### src/rtl/ff_pkg.sv
// Shared types and defaults for the D flip-flop cell sequencer.
package ff_pkg;

   localparam int unsigned SEQ_W_DEF = 16;
   localparam int unsigned IDX_W_DEF = 4;
   localparam int unsigned LEN_W_DEF = 5;

   localparam logic [15:0] DEFAULT_PATTERN = 16'b0101001110011111;

   typedef enum logic [1:0] {
      IDLE,
      DRIVE,
      CHECK,
      DONE
   } state_t;

endpackage

### src/rtl/ff_d_seq_ctrl.sv
// Drives a loaded pattern into an external D flip-flop cell bit by bit,
// captures q after each edge and tallies data and complement errors.
module ff_d_seq_ctrl
   import ff_pkg::*;
#(
   parameter int unsigned SEQ_W = SEQ_W_DEF,
   parameter int unsigned IDX_W = IDX_W_DEF,
   parameter int unsigned LEN_W = LEN_W_DEF
) (
   input  logic             clk,
   input  logic             rst,
   input  logic             load,
   input  logic [SEQ_W-1:0] pattern,
   input  logic [LEN_W-1:0] len,
   input  logic             start,
   input  logic             abort,
   output logic             d_out,
   input  logic             q_in,
   input  logic             qb_in,
   output logic             busy,
   output logic             done,
   output logic [IDX_W-1:0] bit_idx,
   output logic [SEQ_W-1:0] capture,
   output logic [LEN_W-1:0] mismatch_cnt,
   output logic             pol_err
);

   state_t           state;
   logic [SEQ_W-1:0] pattern_reg;
   logic [LEN_W-1:0] len_reg;
   logic [LEN_W-1:0] len_clamp;
   logic [IDX_W-1:0] idx_next;
   logic             last_bit;

   always_comb begin
      len_clamp = (len > LEN_W'(SEQ_W)) ? LEN_W'(SEQ_W) : len;
      idx_next  = bit_idx + IDX_W'(1);
      last_bit  = ((LEN_W'(bit_idx) + LEN_W'(1)) == len_reg);
   end

   // Outputs are registered: each transition sets the values the next state presents.
   always_ff @(posedge clk or negedge rst) begin
      if (!rst) begin
         state        <= IDLE;
         pattern_reg  <= '0;
         len_reg      <= '0;
         bit_idx      <= '0;
         capture      <= '0;
         mismatch_cnt <= '0;
         pol_err      <= 1'b0;
         d_out        <= 1'b0;
         busy         <= 1'b0;
         done         <= 1'b0;
      end else begin
         done <= 1'b0;
         case (state)
            IDLE: begin
               d_out <= 1'b0;
               if (load) pattern_reg <= pattern;
               if (start) begin
                  len_reg      <= len_clamp;
                  capture      <= '0;
                  mismatch_cnt <= '0;
                  pol_err      <= 1'b0;
                  bit_idx      <= '0;
                  if (len_clamp == '0) begin
                     state <= DONE;
                     done  <= 1'b1;
                  end else begin
                     state <= DRIVE;
                     busy  <= 1'b1;
                     // a same-cycle load must feed the very first driven bit
                     d_out <= load ? pattern[0] : pattern_reg[0];
                  end
               end
            end
            DRIVE: begin
               if (abort) begin
                  state <= IDLE;
                  busy  <= 1'b0;
                  d_out <= 1'b0;
               end else begin
                  state <= CHECK;
               end
            end
            CHECK: begin
               if (abort) begin
                  state <= IDLE;
                  busy  <= 1'b0;
                  d_out <= 1'b0;
               end else begin
                  capture[bit_idx] <= q_in;
                  if (q_in != pattern_reg[bit_idx]) mismatch_cnt <= mismatch_cnt + LEN_W'(1);
                  if (q_in == qb_in) pol_err <= 1'b1;
                  if (last_bit) begin
                     state <= DONE;
                     busy  <= 1'b0;
                     done  <= 1'b1;
                     d_out <= 1'b0;
                  end else begin
                     state   <= DRIVE;
                     bit_idx <= idx_next;
                     d_out   <= pattern_reg[idx_next];
                  end
               end
            end
            DONE: begin
               state <= IDLE;
               d_out <= 1'b0;
            end
            default: begin
               state <= IDLE;
               busy  <= 1'b0;
               d_out <= 1'b0;
            end
         endcase
      end
   end

endmodule

### config.mk
export PLATFORM = sky130hd
export DESIGN_NAME = ff_d_seq_ctrl
export DESIGN_NICKNAME = d
export VERILOG_FILES = /design/src/rtl/ff_pkg.sv /design/src/rtl/ff_d_seq_ctrl.sv
export SDC_FILE = /design/constraint.sdc
export NUM_CORES = 1
export LEC_CHECK = 0
export ABC_CLOCK_PERIOD_IN_PS = 4600
export CAP_MARGIN = 20
export CORE_ASPECT_RATIO = 0.7
export CORE_MARGIN = 2
export CORE_UTILIZATION = 48
export DETAILED_ROUTE_END_ITERATION = 12
export PLACE_DENSITY = 0.8
export SLEW_MARGIN = 5
export SYNTH_ARGS = -nofsm -noshare
export SYNTH_HDL_FRONTEND = slang
export SYNTH_SLANG_ARGS = --single-unit
### constraint.sdc
create_clock -name clk -period 4.6 [get_ports clk]
set_input_delay 0.92 -clock clk [delete_from_list [all_inputs] [get_ports clk]]
set_output_delay 0.92 -clock clk [all_outputs]
set_load 0.02 [all_outputs]
==> results summary, run 1 <==
In the post-synthesis netlist, the biggest area contributors are dfrtp_1 47%, mux2_2 7.7%, nand3_1 6.0%, mux4_2 5.7%, o21ai_0 5.4%. The post-synthesis compound-gate area fraction is about 9.9%. For the pin with the worst max-slew slack, the measured transition is between 600 and 700 ps. Across the run, the number of max-cap violations was 0.

The number of hold buffers added after CTS came out at 0. Setup repair after global routing left no endpoint under its margin. The final routed DRC violation total came out at 0.

At the worst endpoint, the required time is 4810 ps. The synthesized netlist devotes 2.84% of its cell area to XOR and XNOR gates. The worst setup path is launched from an input port. Once the clock tree was built, the setup fixing pass inserted 0 buffers. At the worst endpoint, the arrival time is 3070 ps.

In this run the critical register-to-register path is captured at d_out. The number of distinct library cells after synthesis came out at 35. The clock latency reported for the late side of the worst-skew pair is approximately 310 ps.

Along the worst path, the maximum fanout reaches 20. The buffer depth of the longest clock path is 2. The area fraction of the dominant cell type after synthesis came out at a little under half. The total wirelength of the detailed-routed design came out at 5920 um.

In this run the tool buffered the top-level ports with between 50 and 60 buffer cells. For this run, the detailed router's first-pass iteration total came to 4. The clock-pin slew on the worst setup and hold paths is around 110 ps. Yosys printed 0 warnings. The source of the worst hold timing path is capture[0]. The half-perimeter wire length of the detailed placement result came out at around 4200 um.

The die outline area came out at approximately 0.0064 sq mm. In this run the critical register-to-register path is launched from bit_idx[0]. The number of instances in the synthesized netlist is approximately 260.

The number of design-rule violations left by the first detailed-router iteration is 147. The mux contribution to synthesized area came out at 17.4%. The number of nets in the layout came out at about 340. The antenna diode count came out at 0. The final antenna-violating net count came out at 0. The worst hold path terminates at capture[0].

The combinational family with the most area after synthesis is multiplexers. The tightest min-delay check is of the reg -> reg type. The worst-case vdd ir drop is between 0.2 and 0.3 mV. The number of H-tree levels is 2. The flow ran to the end, and the final reports show no timing, DRC or antenna violations. The area of all placed cells without fillers came out at 0.00345 sq mm. The fraction of final layout cells with drive strength greater than 1 came out at between 10% and 20%.

The TritonCTS sink count came out at 52. For this design the ratio of total power to cell area is between 500 and 600 mW/mm^2. The site row count came out at 23.

The total number of vias came out at roughly 2,100. The highest achievable clock rate is around 0.35 GHz. The number of global-route vias before repair is approximately 2,100. The number of buffers added by the clock tree synthesis step is 5. The instance area at placement is roughly 0.0033 sq mm.

The overall overflow remaining after global route is 0. The final hold violation count is 0. The mean routed wirelength per cell is about 15 um. Setup violations remaining at the end of the flow were counted as 0. The slowest stage of the critical path belongs to the cell clkdlybuf4s50_1. From synthesis to final layout, the design area changed by 24.3%.

The global-route wire length before repair is between 10,000 and 15,000 um. STA classifies the critical path endpoint as a flip-flop. The synthesized design spends more area on one cell type than any other, namely dfrtp_1. The number of max-slew violations in the final report is 0. The final RePlAce weighted congestion is 0.766. The tree is rooted in a clkbuf_8. Across the routed clock network, the largest skew measured is approximately 15 ps. After routing, the total negative slack on setup checks comes to 0 ps. The synthesis-stage register bit count came out at 52. The placeable core region is 0.00564 sq mm. In this run the cell area of the synthesized design comes to 0.00278 sq mm. Once the clock tree was built, the resizer swapped 0 gates to a different size. The post-layout minimum cycle time came out at roughly 2900 ps. The die height is roughly 68 um.

Walking the worst path, the cells encountered are clkdlybuf4s50_1, nand2_1, a22oi_1, buf_4, a21boi_1, mux2_2. The starting density of the core came out at roughly half. The final critical path takes up between 60 and 70% of the cycle. After detailed placement, the design holds a cell count of between 300 and 400. Global routing consumed, over all layers together, about a fifth of the routing resources. The maximum single-stage delay on the critical path came out at roughly 560 ps.

The worst hold path passes through 2 cells. The fraction of the mapped netlist area in adder cells is 3.61%. The number of cell instances on the worst register-to-register path came out at 5. The number of nets handed over by synthesis was approximately 290. Of the total synthesized cell area, the portion taken by AND, OR, NAND and NOR gates is 14.8%.

The CTS tree is built. The leakage power figure is between 1 and 1.5 nW. The worst pin sits at a relative slew slack of 55.7%. Entering global routing, the biggest net connects 53 pins.

The filler-free cell count of the finished design is between 300 and 400. The share of synthesized area occupied by flip-flops and latches came out at 46.9%. The average via count per standard cell came out at 5.43. The mean instance size in the synthesized netlist is around 11 sq um. The I/O pin count is 57. The setup slack of the worst register-to-register path is about 1800 ps. The die extent in x is 94.9 um. The number of antenna violations at the first check in global routing came out at 0.

The worst setup path is of the in -> reg kind.
## layout by cell type (no fill, tap or decap), types with 5 or more instances in the layout
cell type,count
inv_1,7
clkbuf_8,5
clkdlybuf4s50_1,55
nand2_1,16
nor2b_1,5
a21oi_1,5
xor2_1,5
mux4_2,7
nor2_1,10
nand3_1,33
o21ai_0,30
mux2i_1,11
ha_1,8
nand2b_1,6
dfrtp_1,52
mux2_2,19
## area by class of cell
class,instances,area (sq um)
Sequential cell,52,1300
Fill cell,468,2190
Tap cell,75,93.8
Inverter,7,26.3
Timing Repair Buffer,58,571
Clock buffer,5,68.8
Multi-Input combinational cell,182,1350
Clock inverter,3,42.5
## report_power, final
part	total (mW)	switching, mW	internal, mW
Sequential	0.728	0.134	0.593
Combinational	0.802	0.395	0.407
Clock	0.320	0.158	0.161
## worst max-delay path by stage
stage          cells past startpoint  slack (ps)         endpoint        from
2_1_floorplan                      7        2100            d_out  bit_idx[0]
3_3_place_gp                       6        1520       bit_idx[2]       start
3_5_place_dp                       6        1420       bit_idx[2]       start
4_1_cts                            5        1720            d_out  bit_idx[0]
5_1_grt                            8        1590  mismatch_cnt[4]       start
6_report                           6        1740       bit_idx[2]       start
## stage by stage
stage          util, %  power (mW)  hold slack [ps]  setup slack, ps
4_1_cts           61.1        1.86              514             1720
3_3_place_gp      59.2        1.50              479             1520
2_1_floorplan        -        1.32              469             2100
3_5_place_dp      59.2        1.53              489             1420
5_1_grt           61.1        1.97              542             1590
6_report          61.1        1.85              511             1740
## worst max-delay path: cells and delay by family
family	cells	cell delay (ps)
AND/OR/NAND/NOR	1	270
AO/OA/AOI/OAI	2	670
buffers and inverters	2	820
multiplexers	1	390
## Yosys cell counts, drive strengths merged
master,n
o2bb2ai,1
o2111a,1
o31ai,1
nor2b,5
inv,7
ha,8
dfrtp,52
nand4b,1
xnor2,4
a2bb2oi,2
a31o,1
nand2b,6
o211ai,1
or3,3
o22a,1
a21oi,5
mux2i,11
a22oi,2
clkbuf,11
nand2,16
xor2,5
mux4,7
nand3b,2
or2,1
mux2,19
buf,3
a21boi,1
o21ai,30
nor3,1
nand4,4
nor2,10
nand3,33
## metal layers
| metal | share of wire, % | GRT usage [%] | up-vias |
|---|---|---|---|
| li1 | - | - | 1015 |
| met1 | 49 | 28.4 | 1004 |
| met2 | 46 | 31.7 | 52 |
| met3 | 5.0 | 4.58 | 2 |
| met4 | 0.10 | 5.80 | 0 |
| met5 | 0 | 0 | - |
## cell families after synthesis
family                   Yosys count
AND/OR/NAND/NOR                   82
flip-flops                        52
AO/OA/AOI/OAI                     46
multiplexers                      37
buffers and inverters             21
XOR/XNOR                           9
adder cells (fa/ha/maj)            8
No activity file was read; power rests on OpenSTA's default activity.
==> run 2: changes to the inputs <==
--- a/config.mk
+++ b/config.mk
@@ -5,7 +5,7 @@
 export SDC_FILE = /design/constraint.sdc
 export NUM_CORES = 1
 export LEC_CHECK = 0
-export ABC_CLOCK_PERIOD_IN_PS = 4600
+export ABC_CLOCK_PERIOD_IN_PS = 2800
 export CAP_MARGIN = 20
 export CORE_ASPECT_RATIO = 0.7
 export CORE_MARGIN = 2
==> constraint.sdc (replaced) <==
create_clock -name clk -period 2.8 [get_ports clk]
set_input_delay 0.56 -clock clk [delete_from_list [all_inputs] [get_ports clk]]
set_output_delay 0.56 -clock clk [all_outputs]
set_load 0.02 [all_outputs]
==> run 2 against run 1 <==
Cell count rose by 1.3%. Hold slack got worse by 250 ps. Critical path type is now reg -> reg. Clock skew fell by 2.8 ps. Die area did not move. Critical path depth rose by 3. Highest routed layer unchanged. Sequential share of layout area fell by 0.34 points. Global-route usage fell by 0.10 points. Non-clock buffer count rose by 5. First-iteration DRC count rose by 12%. Total power rose by 63%. Register-to-register slack got worse by 1300 ps.
==> results summary, run 2 (same netlist as run 1, synthesis figures left out) <==
The startpoint class of the critical path is a flip-flop. The number of cell instances on the worst register-to-register path came out at 9. The overall overflow remaining after global route is 0.

The first TritonRoute pass finished after 4 iterations. The area overhead of the layout relative to synthesis is 25.4%. The worst setup skew after layout is 11.8 ps. In this run the worst hold path is classified as in -> async. The site row count came out at 23.

The maximum fanout along the worst path is 12. The number of hold buffers added after CTS is 0. The worst path required time came out at between 3000 and 4000 ps. The fraction of final layout cells with drive strength greater than 1 came out at between 10% and 20%.

The number of global-route vias before repair came to between 2,000 and 2,500. The count of port buffers added during placement is 56. Once detail routing completed, the nets flagged for antenna violations numbered 0.

The most numerous cell type found on the critical path is buf_4. The post-layout minimum cycle time is approximately 2300 ps. Max-cap violations in this run came to 0. The setup slack of the worst register-to-register path is about 510 ps. The critical path in this run is classified as reg -> reg. The total power density per cell area is around 870 mW/mm^2. The TritonCTS sink count is 52. After detailed routing, the number of remaining DRC violations is 0. The number of antenna violations at the first check in global routing came out at 0. Across all hold checks on the routed design, the worst slack comes to 265 ps. The clock latency reported for the late side of the worst-skew pair came out at 300 ps. The mean routed wirelength per cell is roughly 15 um. Leaving out fill and tap cells, the most frequent cell in the layout is clkdlybuf4s50_1. The antenna diode count is 0. The number of buffers added by the clock tree synthesis step is 5. Summed over all cells, the static leakage comes to 1.42 nW. Static timing analysis puts the maximum clock frequency at between 0.4 and 0.5 GHz. The endpoint of the most critical setup path is bit_idx[1].

In this run the critical register-to-register path is captured at bit_idx[1]. The die height is around 68 um. The placeable core region came out at 0.00564 sq mm. The floorplan step defined a die boundary enclosing around 0.0064 sq mm. In this run the clock root is driven by a clkbuf_8. In this run the critical register-to-register path is launched from bit_idx[1]. STA classifies the critical path endpoint as a flip-flop. The global-route wire length before repair came out at 9920 um. The run finished with clean final reports. TritonCTS built the clock tree. The number of design-rule violations left by the first detailed-router iteration is around 160. The H-tree generated during clock tree synthesis spans 2 levels. The worst max-slew margin expressed relative to the limit is just under 60%.

In this run the worst setup path begins at bit_idx[1]. The register area came out at 0.00130 sq mm. The number of max-slew violations in the final report came out at 0. In the routed layout, each cell is associated on average with a via count of 5.55.

Once detailed placement completed, the half-perimeter wirelength came to roughly 4400 um. Dividing the final minimum period by the clock period gives 81.6%. In the final layout, the multi-input gates occupy 0.00135 sq mm. The clock-pin slew on the worst setup and hold paths came out at ~90 ps. The die extent in x is around 95 um. 57 I/O pins were placed. The count of final setup violators came out at 0. In the global route stage, overall resource usage came out at around a fifth. Among all stages on the critical path, the largest delay is contributed by ha_1.

The slew at the pin with the worst max-slew slack came out at between 600 and 700 ps. For this run, the slowest stage of the critical path takes 380 ps. The critical path goes through buf_4, ha_1, nor2b_1, o22a_1, o2bb2ai_1, o2111a_1, a21boi_1, buf_4, mux2i_1.

The buffer depth of the longest clock path came out at 2. Leaving out fill and tap cells, the most frequent cells in the layout are 55 x clkdlybuf4s50_1, 52 x dfrtp_1, 33 x nand3_1. The number of buffers inserted by post-CTS setup repair is 0. Entering global routing, the biggest net connects 28 pins. The initial utilization of the core area, before any placement, comes to between 40% and 50%. Setup repair after global routing left no endpoint under its margin. The final RePlAce weighted congestion is slightly above 0.8. The total negative slack for setup checks is 0 ps. The number of gates resized after CTS was 0. The number of nets in the layout is 347.

The filler cells instantiated in the layout total around 480. The total wirelength of the detailed-routed design is about 5800 um. The worst-case vdd ir drop came out at 0.416 mV.

The final hold violation count came out at 0. The critical path arrival came out at approximately 2500 ps. The total number of vias is around 2,100.
run 2: changes by cell type in the layout (fill, tap and decap cells not counted):
cell	before	now
buf_12	0	1
buf_4	2	6
bufinv_16	1	0
clkbuf_8	5	6
clkinv_2	1	2
clkinvlp_4	1	0
run 2: area by class of cell:
class	instances	share of cell area, %
clock inverter	2	0.288
sequential	52	37.4
clock buffer	6	2.37
inverter	7	0.755
timing repair buffer	63	17.8
tap	75	2.70
multi-input combinational	182	38.7
run 2: power by group:
group          internal, mW  leakage [nW]  switching (mW)
Combinational         0.715         0.692           0.705
Clock                 0.198        0.0510           0.241
Sequential            0.976         0.676           0.174
Total                  1.89          1.42            1.12
run 2: metrics by stage:
step | util [%] | cells | power [mW] | instance area, sq um | worst slack [ps]
after floorplan | - | 255 | 2.17 | 2780 | 302
after global placement | 60.0 | 379 | 2.54 | 3390 | 448
after detailed placement | 60.0 | 379 | 2.59 | 3390 | 380
after CTS | 61.7 | 387 | 3.04 | 3480 | 501
after global routing | 61.7 | 387 | 3.24 | 3480 | 330
final | 61.7 | 387 | 3.01 | 3480 | 514
run 2: worst max-delay path, delay by kind of cell, from the launching register on:
kind	cells	cell delay (ps)
multiplexers	1	150
buffers and inverters	2	410
AND/OR/NAND/NOR	1	90
adder cells (fa/ha/maj)	1	380
AO/OA/AOI/OAI	4	830
flip-flops	1	350
run 2: how the worst min path moves through the flow:
stage          startpoint               to  slack [ps]  cells past startpoint
6_report              rst  mismatch_cnt[3]         260                      1
5_1_grt               rst  mismatch_cnt[3]         310                      1
4_1_cts               rst  mismatch_cnt[3]         280                      1
3_5_place_dp   capture[9]       capture[9]         490                      2
3_3_place_gp   capture[7]       capture[7]         480                      2
2_1_floorplan         rst       bit_idx[0]         260                      0
run 2: per-layer routing:
layer | global-route usage [%] | wire length (um) | up-vias
met1 | 28.1 | 2720 | 1038
met4 | 5.80 | 49 | 0
met3 | 3.91 | 386 | 5
met5 | 0 | 0 | -
li1 | - | - | 1029
met2 | 32.3 | 2670 | 75
==> run 3: changes to the inputs <==
--- a/config.mk
+++ b/config.mk
@@ -5,11 +5,11 @@
 export SDC_FILE = /design/constraint.sdc
 export NUM_CORES = 1
 export LEC_CHECK = 0
-export ABC_CLOCK_PERIOD_IN_PS = 2800
+export ABC_CLOCK_PERIOD_IN_PS = 1900
 export CAP_MARGIN = 20
 export CORE_ASPECT_RATIO = 0.7
 export CORE_MARGIN = 2
-export CORE_UTILIZATION = 48
+export CORE_UTILIZATION = 46
 export DETAILED_ROUTE_END_ITERATION = 12
 export PLACE_DENSITY = 0.8
 export SLEW_MARGIN = 5
==> constraint.sdc (replaced) <==
create_clock -name clk -period 1.9 [get_ports clk]
set_input_delay 0.38 -clock clk [delete_from_list [all_inputs] [get_ports clk]]
set_output_delay 0.38 -clock clk [all_outputs]
set_load 0.02 [all_outputs]
==> run 3 against run 2 <==
The flow now finishes with violations (setup timing). Hold slack got worse by 250 ps. Flip-flop and latch count unchanged. Clock-buffer cell count unchanged. Cell area increased by 15%. Clock power increased by 67%. Combinational power increased by 120%. Highest routed layer unchanged. Largest cell class unchanged.
==> results summary, run 3 (same netlist as run 1, synthesis figures left out) <==
The final routed DRC violation total came out at 0. The number of max-slew violations in the final report came out at 0. The post-layout minimum cycle time came out at 2120 ps.

The worst hold margin is approximately 19 ps. The die outline area is approximately 0.0067 sq mm. The worst max-slew margin expressed relative to the limit came out at between 60% and 70%. Cells fill 69.1% of the core in the end. The total negative slack for setup checks came out at -1780 ps.

The average via count per standard cell came out at approximately 5.5. Traced cell by cell, the critical path runs through inv_6, ha_4, mux4_2, mux4_2, a31o_2. The tightest min-delay check is of the in -> async type. The number of global-route vias before repair is 2,242. The area of all placed cells without fillers came out at approximately 0.0040 sq mm.

TritonCTS built the clock tree. The library cell used most frequently in the layout, excluding fill and tap cells, is clkdlybuf4s50_1. The worst path required time came out at 2100 ps. The setup slack of the worst register-to-register path came out at -220 ps. The clock latency reported for the late side of the worst-skew pair came out at around 300 ps. STA classifies the critical path startpoint as a flip-flop. The largest individual stage delay along the critical path comes from the cell mux4_2. The total wirelength of the detailed-routed design came out at between 6000 and 7000 um. The number of antenna violations at the first check in global routing is 0. The count of port buffers added during placement came out at 56.

The worst setup skew after layout is around 3.7 ps. The worst setup path is captured at a flip-flop. The final antenna-violating net count is 0.

The die extent in x came out at ~97 um. The congestion estimate from routability-driven global placement came to around 0.9. The slew at the pin with the worst max-slew slack is roughly 450 ps.

The maximum fanout along the worst path is 5. The mean routed wirelength per cell came out at ~16 um. The highest achievable clock rate is about 0.47 GHz.

The number of buffers added by the clock tree synthesis step came out at 5. The final hold violation count came to 0. The tree built by TritonCTS fans out to 52 sinks. The share of the clock period used by the worst path is 112%. Timing analysis after detailed placement gives a worst setup slack of -248 ps.

VDD sags by at most between 0.6 and 0.7 mV. Summing all placed instances gives a cell area of 0.00367 sq mm. The count of final setup violators is 13. The count of fill cells added during filler insertion came out at around 420. The checks that failed: setup timing. Data on the critical path arrives at its endpoint at around 2300 ps. Counting stages on the worst path, the most repeated cell is mux4_2. The site row count is 23. Setup repair after global routing could not meet its margin everywhere. The pin count of the biggest net entering global routing came out at 20.

The worst setup margin is -219 ps. The post-route netlist has between 20% and 30% of its cells at a drive strength greater than 1. The half-perimeter wire length of the detailed placement result came out at 5110 um. The total power density per cell area came out at between 1000 and 1500 mW/mm^2.

The register area is between 0.001 and 0.0015 sq mm. 0 antenna diodes ended up in the layout. The starting density of the core is about 48%. The clock-pin slew on the worst setup and hold paths is 90 ps. The die height is 69.0 um. The area overhead of the layout relative to synthesis came out at 44.0%. The H-tree was split into 2 levels. Leaving out fill and tap cells, the most frequent cells in the layout are 52 x clkdlybuf4s50_1, 50 x dfrtp_1, 42 x buf_4.

The leakage power figure came out at about 1.7 nW. The flow ran to the end, but the final reports show violations. The reported max-cap violation count is 0.

The number of buffers and inverters on the critical path came out at 1. The first TritonRoute pass finished after 4 iterations. The multi-input logic area is about 0.0015 sq mm. In this run the clock root is driven by a clkbuf_8. The total instance count after detailed placement came out at ~410. The maximum single-stage delay on the critical path came out at roughly 500 ps. The type of the worst setup path is reg -> reg.

Excluding fillers, the count of instances in the completed layout stands at roughly 430. The number of hold buffers added after CTS came out at 0. Overall power consumption after layout is estimated at roughly 5.5 mW. The overall track demand over capacity in global routing came out at roughly a fifth. The number of design-rule violations left by the first detailed-router iteration came out at between 150 and 200. The overall overflow remaining after global route is 0. The placeable core region is slightly below 0.006 sq mm. Summing over every cut layer, the via total after detailed routing is 2,350.

Broken down by cell family, the worst path's largest delay share belongs to multiplexers. The global-route wire length before repair is around 11,000 um. 57 I/O pins were placed. In the final design database the tool counted between 300 and 400 nets. The buffer depth of the longest clock path is 2.
==> run 3: cell type report <==
cell class | instances | area share [%]
inverter | 7 | 0.845
multi-input combinational | 182 | 36.3
sequential | 52 | 32.6
clock buffer | 6 | 1.82
timing repair buffer | 107 | 25.2
clock inverter | 2 | 0.877
tap | 75 | 2.35
==> run 3: layer usage <==
| metal | track usage (%) | share of wire (%) |
|---|---|---|
| met2 | 36.5 | 49 |
| met3 | 4.03 | 4.3 |
| met1 | 26.3 | 46 |
| met5 | 0 | 0 |
| met4 | 7.22 | 0.89 |
==> run 3: where the power goes <==
group | internal, mW | switching (mW) | leakage [nW]
sequential | 1.44 | 0.282 | 0.673
clock | 0.391 | 0.342 | 0.0552
combinational | 1.75 | 1.33 | 0.969
total | 3.58 | 1.96 | 1.70
==> run 3: timing repair <==
action | 4_1_cts | 5_1_grt
setup buffers | 7 | 6
gates cloned | 0 | 1
setup endpoints to repair | 17 | 23
pin swaps | 2 | 5
gates resized for setup | 6 | 20
==> run 3: final timing paths <==
check	depth (start not counted)	start	end
max	5	bit_idx[0]	d_out
min	1	rst	len_reg[2]
max reg2reg	5	bit_idx[0]	d_out
min reg2reg	2	capture[10]	capture[10]
max in group asynchronous	2	rst	pattern_reg[5]
min in group clk	2	capture[10]	capture[10]
